## src/rtl/apb_uart_pkg.sv

```systemverilog
// Shared definitions for the APB UART register front-end: register offsets,
// STATUS bit positions and the transfer FSM state type.
package apb_uart_pkg;

  localparam logic [4:0] ADDR_TXDATA = 5'h00;
  localparam logic [4:0] ADDR_RXDATA = 5'h04;
  localparam logic [4:0] ADDR_CTRL   = 5'h08;
  localparam logic [4:0] ADDR_CFG    = 5'h0C;
  localparam logic [4:0] ADDR_STATUS = 5'h10;

  localparam int ST_TXDONE = 0;
  localparam int ST_RXDONE = 1;
  localparam int ST_PERR   = 2;
  localparam int ST_BUSY   = 3;
  localparam int N_FLAGS   = 3;

  typedef enum logic {
    IDLE   = 1'b0,
    ACCESS = 1'b1
  } state_t;

  function automatic logic is_mapped(input logic [4:0] off);
    case (off)
      ADDR_TXDATA, ADDR_RXDATA, ADDR_CTRL, ADDR_CFG, ADDR_STATUS: is_mapped = 1'b1;
      default:                                                    is_mapped = 1'b0;
    endcase
  endfunction

endpackage

```

## src/rtl/apb_uart_status.sv

```systemverilog
// Sticky UART event flags with write-1-to-clear and a registered interrupt.
// A set pulse always beats a clear landing in the same cycle.
module apb_uart_status
  import apb_uart_pkg::*;
(
  input  logic               pclk,
  input  logic               presetn,
  input  logic [N_FLAGS-1:0] set_pulse,
  input  logic [N_FLAGS-1:0] clr_mask,
  input  logic               clr_valid,
  input  logic [N_FLAGS-1:0] irq_en,
  output logic [N_FLAGS-1:0] status,
  output logic               irq
);

  logic [N_FLAGS-1:0] flags_d;

  always_comb begin
    flags_d = status & ~(clr_valid ? clr_mask : {N_FLAGS{1'b0}});
    flags_d = flags_d | set_pulse;
  end

  always_ff @(posedge pclk or negedge presetn) begin
    if (!presetn) begin
      status <= '0;
      irq    <= 1'b0;
    end else begin
      status <= flags_d;
      irq    <= |(status & irq_en);
    end
  end

endmodule

```

## src/rtl/apb_uart_regif.sv

```systemverilog
// APB4 slave fronting the UART register block: address/access decode with
// pslverr, programmable wait states, sticky status and TX/RX strobes.
module apb_uart_regif
  import apb_uart_pkg::*;
#(
  parameter int ADDR_W      = 13,
  parameter int DATA_W      = 32,
  parameter int REG_W       = 8,
  parameter int WAIT_STATES = 0
) (
  input  logic                pclk,
  input  logic                presetn,
  input  logic                psel,
  input  logic                penable,
  input  logic                pwrite,
  input  logic [ADDR_W-1:0]   paddr,
  input  logic [DATA_W-1:0]   pwdata,
  input  logic [DATA_W/8-1:0] pstrb,
  output logic [DATA_W-1:0]   prdata,
  output logic                pready,
  output logic                pslverr,
  output logic [REG_W-1:0]    tx_data,
  output logic                tx_start,
  input  logic [REG_W-1:0]    rx_data,
  output logic                rx_rd,
  output logic [REG_W-1:0]    ctrl,
  output logic [REG_W-1:0]    cfg,
  input  logic                tx_busy,
  input  logic                tx_done,
  input  logic                rx_done,
  input  logic                parity_err,
  output logic                irq,
  output state_t              fsm_state
);

  // Handshake: a transfer is set up by psel & !penable, then held in ACCESS
  // with psel & penable until pready; it completes (and commits) on the
  // cycle where psel & penable & pready are all high. Dropping psel earlier
  // abandons the transfer without side effects.

  state_t              state_q, state_d;
  logic [3:0]          cnt_q;
  logic [4:0]          off_q;
  logic                wr_q;
  logic                err_q;
  logic                complete;
  logic                setup;
  logic                setup_err;
  logic [4:0]          off;
  logic [7:0]          lane0;
  logic [REG_W-1:0]    wr_val;
  logic                ok_wr, ok_rd;
  logic [N_FLAGS-1:0]  status_q;
  logic [N_FLAGS-1:0]  st_set;
  logic [N_FLAGS-1:0]  st_clr_mask;
  logic                st_clr_valid;
  logic [DATA_W-1:0]   rd_val;
  logic                unused_bits;

  assign off    = paddr[4:0];
  assign lane0  = pwdata[7:0];
  assign wr_val = REG_W'(lane0);
  assign setup  = (state_q == IDLE) && psel && !penable;
  assign unused_bits = ^{pwdata, pstrb};

  always_comb begin
    setup_err = (|(paddr >> 5)) || (off[1:0] != 2'b00) || !is_mapped(off);
    if (pwrite) begin
      if (off == ADDR_RXDATA)             setup_err = 1'b1;
      if (off == ADDR_TXDATA && tx_busy)  setup_err = 1'b1;
      if (!pstrb[0])                      setup_err = 1'b1;
    end
  end

  // State register
  always_ff @(posedge pclk or negedge presetn) begin
    if (!presetn) state_q <= IDLE;
    else          state_q <= state_d;
  end

  // Next-state logic
  always_comb begin
    state_d = state_q;
    case (state_q)
      IDLE:    if (psel && !penable) state_d = ACCESS;
      ACCESS:  if (!psel || complete) state_d = IDLE;
      default: state_d = IDLE;
    endcase
  end

  // FSM outputs
  always_comb begin
    pready   = 1'b0;
    complete = 1'b0;
    if (state_q == ACCESS) begin
      pready   = (cnt_q == 4'd0);
      complete = psel && penable && (cnt_q == 4'd0);
    end
  end

  assign fsm_state = state_q;
  assign pslverr   = pready && err_q;
  assign ok_wr     = complete && wr_q && !err_q;
  assign ok_rd     = complete && !wr_q && !err_q;

  // Decode is captured once in the setup phase and held through ACCESS.
  always_ff @(posedge pclk or negedge presetn) begin
    if (!presetn) begin
      cnt_q <= '0;
      off_q <= '0;
      wr_q  <= 1'b0;
      err_q <= 1'b0;
    end else if (setup) begin
      cnt_q <= 4'(WAIT_STATES);
      off_q <= off;
      wr_q  <= pwrite;
      err_q <= setup_err;
    end else if (state_q == ACCESS && cnt_q != 4'd0) begin
      cnt_q <= cnt_q - 4'd1;
    end
  end

  always_ff @(posedge pclk or negedge presetn) begin
    if (!presetn) begin
      tx_data  <= '0;
      ctrl     <= '0;
      cfg      <= '0;
      tx_start <= 1'b0;
      rx_rd    <= 1'b0;
    end else begin
      tx_start <= ok_wr && (off_q == ADDR_TXDATA);
      rx_rd    <= ok_rd && (off_q == ADDR_RXDATA);
      if (ok_wr && off_q == ADDR_TXDATA) tx_data <= wr_val;
      if (ok_wr && off_q == ADDR_CTRL)   ctrl    <= wr_val;
      if (ok_wr && off_q == ADDR_CFG)    cfg     <= wr_val;
    end
  end

  always_comb begin
    st_set               = '0;
    st_set[ST_TXDONE]    = tx_done;
    st_set[ST_RXDONE]    = rx_done;
    st_set[ST_PERR]      = parity_err;
    st_clr_mask          = '0;
    if (wr_q) st_clr_mask = lane0[N_FLAGS-1:0];
    else      st_clr_mask[ST_RXDONE] = 1'b1;
    st_clr_valid = (ok_wr && off_q == ADDR_STATUS) || (ok_rd && off_q == ADDR_RXDATA);
  end

  apb_uart_status u_status (
    .pclk      (pclk),
    .presetn   (presetn),
    .set_pulse (st_set),
    .clr_mask  (st_clr_mask),
    .clr_valid (st_clr_valid),
    .irq_en    (ctrl[N_FLAGS-1:0]),
    .status    (status_q),
    .irq       (irq)
  );

  always_comb begin
    rd_val = '0;
    case (off_q)
      ADDR_RXDATA: rd_val[REG_W-1:0] = rx_data;
      ADDR_CTRL:   rd_val[REG_W-1:0] = ctrl;
      ADDR_CFG:    rd_val[REG_W-1:0] = cfg;
      ADDR_STATUS: begin
        rd_val[N_FLAGS-1:0] = status_q;
        rd_val[ST_BUSY]     = tx_busy;
      end
      default:     rd_val = '0;
    endcase
  end

  assign prdata = (pready && !wr_q && !err_q) ? rd_val : '0;

endmodule

```

## config.mk

```make
export PLATFORM = sky130hd
export DESIGN_NAME = apb_uart_regif
export DESIGN_NICKNAME = d
export VERILOG_FILES = /design/src/rtl/apb_uart_pkg.sv /design/src/rtl/apb_uart_status.sv /design/src/rtl/apb_uart_regif.sv
export SDC_FILE = /design/constraint.sdc
export NUM_CORES = 1
export LEC_CHECK = 0
export BUFFER_PORTS_ARGS = -buffer_cell sky130_fd_sc_hd__buf_2
export CAP_MARGIN = 20
export CORE_MARGIN = 4
export CORE_UTILIZATION = 49
export CTS_BUF_LIST = sky130_fd_sc_hd__clkbuf_4 sky130_fd_sc_hd__clkbuf_8
export CTS_CLUSTER_SIZE = 28
export DETAILED_ROUTE_END_ITERATION = 8
export PLACE_DENSITY = 0.88
export SETUP_SLACK_MARGIN = 0.2
export SLEW_MARGIN = 20
export SYNTH_ARGS = -nofsm -noshare
export SYNTH_HDL_FRONTEND = slang
export SYNTH_SLANG_ARGS = --single-unit
```

## constraint.sdc

```tcl
create_clock -name pclk -period 4.23 [get_ports pclk]
set_input_delay 1.0575 -clock pclk [delete_from_list [all_inputs] [get_ports pclk]]
set_output_delay 1.0575 -clock pclk [all_outputs]
set_load 0.05 [all_outputs]
```

==> metrics, run 1 <==
GRT Total Usage 0.175; post-synth cell types 37; Internal 656 uW; most common cell in the netlist dfrtp_1; cts bufs inserted 5; Filler cells 370; Final setup viols 0; Mapped Area ~2200 um^2; initial antenna violation count 0; Diodes inserted 0; type of origin of the critical path flip-flop; RD Place Congestion 0.781; post-route ant nets 0; Synth Register Bits 42; max-cap viol count 0; average wire per standard cell around 15 um; Final Critical Period 3630 ps; Hold Path Cell Cnt 1; synthesized instance count 194; final instance area ~2700 um^2; Power Total approximately 1000 uW; outcome finished, final reports clean; Pwr Density ~370 nW/um^2; period utilization 0.859; vias 1,685; Hold Path Class reg2reg; Arrival @ worst endpoint approximately 2600 ps; total number of H-tree levels 2; vias in the first global route 1,531; Yosys top cell area share 0.474; Top FF cell, synth dfrtp_1; total grt overflow 0; CP endpoint kind output pin; initial DRC count 82; Hold Buf Count CTS 0; Max VDD drop 241 uV; layout cells sized above 1 0.471; area grow syn2layout 19.6%; Post-Place Cells 318; pin count of the biggest net entering global routing 43; post-layout instance count excluding filler cells 326; CTS tree yes; Comb pwr share 0.244; Lkg Pwr 0.00141 uW; Slew headroom 0.391; CP Class reg2out; Slew Limit Fails 0; row count 24; YS warnings 0; Die W 75.3 um; EDFF count, synth 0; worst-path fanout max 13; postcts setup bufs 0; Hold Violations, Final 0; Post-CTS Resized 0; Worst Path Required 3170 ps; Seq pwr share 0.484; synth cell count leaders 42 x dfrtp_1, 37 x mux2_2, 27 x buf_4, 12 x nand2_1, 11 x nor2_1; # port buffers 76; # clock sinks 42; Routed WL slightly above 5 mm; drt pass-1 iters 4; Reg clk slew, reported paths about 70 ps; Starting Density 0.506; synth top area cells dfrtp_1 47%, mux2_2 19%, buf_4 9.1%, a22oi_1 2.7%, nand2_1 2.0%; sequential fraction of the synthesis area 0.474; Clock Latency Late Sink 290 ps; Clock Tree Buf Depth 2; placed standard-cell area 2560 um^2; hpwl dp between 3 and 4 mm; Async S/R FF share, synth 1.00; unrepaired setup endpoints after global routing false; Layout Skew between 4 and 5 ps; Mapped Avg Cell Area 11.4 um^2; TNS Setup 0 ps; drt via density 5.17; Core Region 4380 um^2; area leader, netlist dfrtp_1; first-pass GRT wire length 7.38 mm; Root Driver clkbuf_8; I/O pin cnt 128; Net Sw Frac 0.336; Slew @ Worst Pin 913 ps; f_max 275 MHz; Die Y 75.3 um; final net count 341; die footprint 5670 um^2; switching power 331 uW; Remaining DRCs 0; clock share of power 0.272; Worst R2R Path Depth 4
area by class of cell:
cell class	instances	area, um^2	share of cell area
flip-flops and latches	42	1050	0.396
multi-input cells	139	1020	0.383
repair buffers	79	403	0.152
clock buffers	7	90.1	0.0339
well taps	52	65.1	0.0245
inverters	6	22.5	0.00849
clock inverters	1	5.00	0.00189
cell families after synthesis:
family                     after synthesis  synth area share
xor gates and xnor gates                 2           0.00789
and+or+nand+nor                         45             0.126
other                                    1           0.00169
adders and majority gates                2            0.0113
AOI/OAI and AO/OA                       29            0.0846
DFF                                     42             0.474
buffers and inverters                   36             0.107
muxes                                   37             0.188
worst max-delay path: stages (launching register included):
cell,delay (ps)
dfrtp_1,720
nand2b_1,190
nor4_4,490
o311ai_0,350
a21oi_1,240
buf_2,290
sequential cells by signal, indices dropped and copies added (netlist names):
signal / count
cfg: 8
cnt_q: 4
ctrl: 8
err_q: 1
fsm_state: 1
off_q: 5
rx_rd: 1
tx_data: 8
tx_start: 1
u_status.irq: 1
u_status.status: 3
wr_q: 1
cell usage in the layout (no fill, tap or decap), types with 2 or more instances in the layout:
master    count
a21oi_1       5
a22oi_1       8
a31oi_1       2
and2_1        2
buf_2        76
buf_4         3
clkbuf_8      6
conb_1       24
dfrtp_1      42
ha_1          2
inv_1         6
mux2_2       37
nand2_1      12
nand2b_1      4
nor2_1       11
nor3b_1       2
nor4_1        2
o211ai_1      2
o21ai_0       8
xor2_1        2
per-stage QoR:
| step | hold slack, ps | utilization | worst slack, ps |
|---|---|---|---|
| final | 495 | 0.605 | 597 |
| after global routing | 524 | 0.605 | 440 |
| after CTS | 503 | 0.605 | 610 |
| after detailed placement | 492 | 0.584 | 929 |
| after global placement | 484 | 0.584 | 961 |
| after floorplan | 463 | - | 933 |
worst paths after layout:
| kind | startpoint | end | slack [ps] |
|---|---|---|---|
| worst max register to register | off_q[3] | ctrl[7] | 1580 |
| worst min-delay path | cnt_q[0] | cnt_q[0] | 500 |
| worst min register to register | cnt_q[0] | cnt_q[0] | 500 |
| worst max-delay path | off_q[3] | prdata[2] | 600 |
| max in group asynchronous | presetn | cfg[1] | 2760 |
| min in group asynchronous | presetn | tx_data[7] | 890 |
metal layers:
| layer | routed length [um] | vias to the layer above | track usage |
|---|---|---|---|
| li1 | - | 806 | - |
| met1 | 1950 | 800 | 0.228 |
| met2 | 2540 | 71 | 0.286 |
| met3 | 472 | 8 | 0.0515 |
| met4 | 60 | 0 | 0.0524 |
| met5 | 0 | - | 0 |
power groups by stage:
stage          Sequential, uW  Clock [uW]  Combinational (uW)
6_report                  478         268                 241
3_5_place_dp              487           0                 241
4_1_cts                   479         277                 242
3_3_place_gp              484           0                 230
2_1_floorplan             474           0                 201
5_1_grt                   485         294                 266
Note: power is estimated with default switching activity, not from simulation.
==> run 2: changes to the inputs <==
ABC_AREA = 1   (was default)
CORE_UTILIZATION = 50   (was 49)
SKIP_LAST_GASP = 1   (was default)
==> run 2 against run 1 <==
Net effect:
- register-to-register slack improved by 1100 ps
- cell count rose by 32%
- largest power group unchanged
- fmax increased by 19%
- total power grew 9.1%
- via count grew 22%
==> metrics, run 2 <==
# clock sinks 42 (unchanged); Hold Violations, Final 0 (unchanged); drt via density 4.79 (-7.4%); cts bufs inserted 5 (unchanged); Mapped Avg Cell Area 8.08 um^2 (-29%); Clock Tree Buf Depth 2 (unchanged); unrepaired setup endpoints after global routing false; Seq pwr share 0.429 (-0.055); postcts setup bufs 0 (unchanged); Clock Latency Late Sink 290 ps (about the same); row count 24 (unchanged); Routed WL 5.43 mm (+7.9%); Worst R2R Path Depth 9 (+5); total grt overflow 0 (unchanged); Async S/R FF share, synth 1.00 (unchanged); vias in the first global route 2,128 (+39%); period utilization 0.723 (-0.136); Comb pwr share 0.212 (-0.032); worst-path fanout max 4 (-9); reg2reg setup slack 2680 ps (+1100 ps); Slew headroom 0.393 (+0.00206); Final setup viols 0 (unchanged); post-synth cell types 26 (-30%); max-cap viol count 0 (unchanged); synthesized instance count 298 (+54%); most common cell in the netlist nand2_1; average wire per standard cell 12.6 um (-18%); # port buffers 76 (unchanged); Arrival @ worst endpoint 2000 ps (-580 ps); CP Class reg2out; Max VDD drop 204 uV (-15%); Mapped Area 2410 um^2 (+8.5%); Yosys top cell area share 0.437 (-0.0369); TNS Setup 0 ps (unchanged); Layout Skew 5.40 ps (+0.568 ps); Die Y 77.4 um (+2.8%); CP Launch Point cnt_q[0]; pin count of the biggest net entering global routing 43 (unchanged); Slew @ Worst Pin 910 ps (-3.10 ps); top flop regs cfg: 8 flops, ctrl: 8 flops, tx_data: 8 flops; Remaining DRCs 0 (unchanged); Pwr Density 376 nW/um^2 (+1.1%); drt pass-1 iters 4 (unchanged); f_max 327 MHz (+19%); initial antenna violation count 0 (unchanged); Root Driver clkbuf_8; Lkg Pwr 0.00175 uW (+25%); sequential fraction of the synthesis area 0.437 (-0.0369); final instance area 2860 um^2 (+7.9%); placed standard-cell area 2720 um^2 (+6.3%); Top FF cell, synth dfrtp_1; synth top area cells dfrtp_1 44%, nand2_1 15%, o21ai_2 8.7%, buf_4 7.5%, inv_1 5.1%; first-pass GRT wire length 9.43 mm (+28%); CP endpoint kind output pin; area leader, netlist dfrtp_1; clock share of power 0.359 (+0.087); Reg clk slew, reported paths 80 ps (about the same); Worst Path Required 3170 ps (about the same); post-route ant nets 0 (unchanged); Final Critical Period 3060 ps (-573 ps); layout cells sized above 1 0.342 (-0.129); Hold Path Cell Cnt 2 (+1); Core Region 4500 um^2 (+2.7%); RD Place Congestion 0.827 (+5.9%); Internal 741 uW (+13%); outcome finished, final reports clean; Reg2Reg Capture Point u_status.status[0]; YS warnings 0 (unchanged); total number of H-tree levels 2 (unchanged); Synth Register Bits 42 (unchanged); Diodes inserted 0 (unchanged); Hold Path Class reg2reg; Post-CTS Resized 0 (unchanged); Hold Buf Count CTS 0 (unchanged); Net Sw Frac 0.312 (-0.0239); RR Startpoint cnt_q[0]; crit path to prdata[1]; area grow syn2layout 18.9%; CTS tree yes; most frequent cells in the layout 95 x nand2_1, 76 x buf_2, 42 x dfrtp_1; die footprint 5990 um^2 (+5.6%); Filler cells 382 (+3.2%); final net count 444 (+30%); initial DRC count 111 (+35%); EDFF count, synth 0 (unchanged); I/O pin cnt 128 (unchanged); Slew Limit Fails 0 (unchanged); Die W 77.4 um (+2.8%); GRT Total Usage 0.193 (+0.0179); synth cell count leaders 95 x nand2_1, 42 x dfrtp_1, 33 x inv_1, 24 x buf_4, 24 x o21ai_2; Starting Density 0.534 (+0.0282); commonest non-fill, non-tap cell in the layout nand2_1; vias 2,054 (+22%); type of origin of the critical path flip-flop; switching power 336 uW (+1.3%); hpwl dp 4.27 mm (+13%)
run 2: area by class of cell:
| cell class | instances | area (um^2) | area share |
|---|---|---|---|
| multi-input cells | 214 | 1080 | 0.379 |
| flip-flops and latches | 42 | 1050 | 0.367 |
| repair buffers | 76 | 380 | 0.133 |
| clock buffers | 6 | 82.6 | 0.0288 |
| inverters | 37 | 139 | 0.0485 |
| clock inverters | 2 | 60.1 | 0.0210 |
| well taps | 52 | 65.1 | 0.0227 |
run 2: worst min-delay path by stage:
stage / slack [ps] / start / endpoint
6_report: 490 / tx_data[7] / tx_data[7]
3_5_place_dp: 470 / tx_data[2] / tx_data[2]
2_1_floorplan: 450 / cnt_q[3] / cnt_q[3]
3_3_place_gp: 460 / tx_data[5] / tx_data[5]
4_1_cts: 490 / tx_data[2] / tx_data[2]
5_1_grt: 520 / tx_data[1] / tx_data[1]
run 2: logic make-up after synthesis:
logic type,synth area share
AND/OR/NAND/NOR,0.279
buffers and inverters,0.149
flip-flops,0.437
AO/OA/AOI/OAI,0.124
adder cells (fa/ha/maj),0.0104
other,0.00156
run 2: layer usage:
metal / track usage / vias up / share of wire
met5: 0 / - / 0
met4: 0.0658 / 0 / 0.017
met3: 0.0428 / 10 / 0.063
met2: 0.347 / 73 / 0.49
met1: 0.228 / 937 / 0.42
li1: - / 1034 / -
run 2: metrics by stage:
step	power, uW	hold slack, ps	std cells	worst slack (ps)	util
2_1_floorplan	653	454	321	1280	-
3_3_place_gp	686	464	421	1450	0.604
3_5_place_dp	696	469	421	1460	0.604
4_1_cts	1080	490	429	1170	0.636
5_1_grt	1130	525	429	1020	0.636
6_report	1080	488	429	1170	0.636
run 2: worst max-delay path, cell delays in order, from the launching register on:
cell and delay [ps]:
dfrtp_1 410, inv_1 100, ha_1 200, nand3_2 180, nor2_1 200, o21ai_1 160
nor2_1 180, buf_2 290
run 2: power by group through the flow:
| stage | Clock [uW] | Sequential, uW | Combinational [uW] |
|---|---|---|---|
| 3_5_place_dp | 0 | 469 | 227 |
| 6_report | 387 | 462 | 228 |
| 2_1_floorplan | 0 | 465 | 188 |
| 3_3_place_gp | 0 | 466 | 221 |
| 5_1_grt | 409 | 466 | 256 |
| 4_1_cts | 394 | 461 | 229 |
==> run 3: changes to the inputs <==
ABC_AREA = 0   (was 1)
CORE_UTILIZATION = 45   (was 50)
PLACE_DENSITY = 0.82   (was 0.88)
clock period = 2.95 ns   (was 4.23 ns; I/O delays follow)
==> run 3 against run 2 <==
Net effect:
- via count shrank 16%
- worst hold slack better by 14 ps
- largest power group unchanged
- combinational power rose by 69%
- highest routed layer unchanged
- die area is 2.2% higher
- first-iteration DRC count shrank 34%
- sequential power is 48% higher
- register-to-register slack got worse by 2000 ps
- sequential cell count is the same
- largest cell class unchanged
==> metrics, run 3 (synthesis gave the netlist of run 1 again) <==
outcome finished, final reports clean; worst stage delay on the critical path 490 ps (+80 ps); Clock Latency Late Sink 290 ps (about the same); worst-path fanout max 5 (+1); period utilization 0.906; Hold Buf Count CTS 0 (unchanged); initial DRC count 73 (-34%); worst slack, placed 234 ps (-1230 ps); Die W 78.2 um (+1.1%); Slew headroom 0.381 (-0.0128); Clock Tree Buf Depth 2 (unchanged); crit-path cells nor4_4, and2_4, o311ai_2, a21oi_1, buf_4; Arrival @ worst endpoint 1940 ps (-60 ps); first-pass GRT wire length 8.36 mm (-11%); die footprint 6120 um^2 (+2.2%); vias in the first global route 1,748 (-18%); average wire per standard cell 15.2 um (+21%); hpwl dp 3.83 mm (-10%); Final Critical Period 2670 ps; area grow syn2layout 24.2%; max-cap viol count 0 (unchanged); slowest stage cell on the critical path dfrtp_1; Reg clk slew, reported paths 80 ps (about the same); commonest non-fill, non-tap cell in the layout buf_2; Post-Route Utilization 0.580 (-0.0556); DR WL met3 336 um (-2.3%); total number of H-tree levels 2 (unchanged); post-route ant nets 0 (unchanged); drt pass-1 iters 4 (unchanged); layout cells sized above 1 0.489 (+0.147); unrepaired setup endpoints after global routing false; Final setup viols 0 (unchanged); row count 25 (+4.2%); Core Region 4750 um^2 (+5.6%); Power Total 1460 uW (+36%); Remaining DRCs 0 (unchanged); # clock sinks 42 (unchanged); Lkg Pwr 0.00144 uW (-18%); Routed WL 5.26 mm (-3.1%); CTS tree yes; Root Driver clkbuf_8; CP endpoint kind output pin; most frequent cells in the layout 72 x buf_2, 42 x dfrtp_1, 37 x mux2_2; max layer used met4; final net count 345 (-22%); pin count of the biggest net entering global routing 43 (unchanged); Pwr Density 530 nW/um^2 (+41%); cts bufs inserted 5 (unchanged); Starting Density 0.467 (-0.0676); Slew Limit Fails 0 (unchanged); Layout Skew 7.40 ps (+2.00 ps); I/O pin cnt 128 (unchanged); Slew @ Worst Pin 929 ps (+19.2 ps); Worst Path Required 2210 ps (-960 ps); Die Y 78.2 um (+1.1%); type of origin of the critical path flip-flop; met2 WL 2.50 mm (-6.9%); GRT Total Usage 0.172 (-0.0210); top flop regs cfg: 8 flops, ctrl: 8 flops, tx_data: 8 flops; met1 WL 2.25 mm (-2.3%); Hold Path Class reg2reg; Diodes inserted 0 (unchanged); f_max 374 MHz; initial antenna violation count 0 (unchanged); TNS Setup 0 ps (unchanged); # port buffers 76 (unchanged); vias 1,724 (-16%); total grt overflow 0 (unchanged); Final WS setup 276 ps (-894 ps); drt via density 5.00 (+4.4%); RD Place Congestion 0.806 (-2.6%); Max VDD drop 342 uV (+68%); Hold Violations, Final 0 (unchanged); CP Class reg2out
[run 3: changes by cell type in the layout (fill, tap and decap cells not counted), moves of 10 or more]
cell / before / now
mux2_2: 0 / 37
nand3_1: 11 / 0
o21ai_2: 24 / 0
nor2_1: 21 / 11
inv_1: 33 / 6
nand2_1: 95 / 12
[run 3: power by group]
| group | switching [uW] | internal [uW] |
|---|---|---|
| registers | 63.1 | 620 |
| clock network | 193 | 198 |
| logic | 243 | 143 |
| total | 499 | 961 |
[run 3: worst max-delay path: cells and delay by family, from the launching register on]
kind	cells	cell delay, ps
and+or+nand+nor	2	580
buffers and inverters	1	230
AOI/OAI and AO/OA	2	350
DFF	1	490
[run 3: final cells by class]
| class | instances | area [um^2] |
|---|---|---|
| Clock buffer | 7 | 90.1 |
| Clock inverter | 1 | 5.00 |
| Fill cell | 412 | 2000 |
| Inverter | 6 | 22.5 |
| Multi-Input combinational cell | 139 | 1050 |
| Sequential cell | 42 | 1050 |
| Tap cell | 67 | 83.8 |
| Timing Repair Buffer | 83 | 450 |
[run 3: path summary, 6_finish.rpt]
check                      startpoint                  to  slack [ps]  cells after the start
max                          off_q[1]           prdata[0]         280                      5
min                          cnt_q[0]            cnt_q[0]         500                      1
max reg2reg                  off_q[3]             ctrl[5]         680                      7
min reg2reg                  cnt_q[0]            cnt_q[0]         500                      1
max in group asynchronous     presetn  u_status.status[0]        1800                      1
min in group asynchronous     presetn            off_q[4]         580                      1
[run 3: per-layer routing]
metal | vias up | global-route usage
met2 | 65 | 0.289
li1 | 810 | -
met5 | - | 0
met4 | 0 | 0.0822
met1 | 832 | 0.211
met3 | 17 | 0.0367
[run 3: stage by stage]
| stage | hold slack, ps | instance area [um^2] | cells |
|---|---|---|---|
| CTS | 506 | 2710 | 344 |
| global route | 524 | 2760 | 345 |
| global placement | 483 | 2600 | 336 |
| floorplan | 442 | 2310 | 217 |
| detailed placement | 489 | 2600 | 336 |
| finish | 502 | 2760 | 345 |
[run 3: timing repair]
action | 4_1_cts | 5_1_grt
endpoints found under the setup margin | 4 | 8
pin swaps | 0 | 0
buffers inserted | 0 | 1
gates cloned | 0 | 0
gates resized for setup | 7 | 6
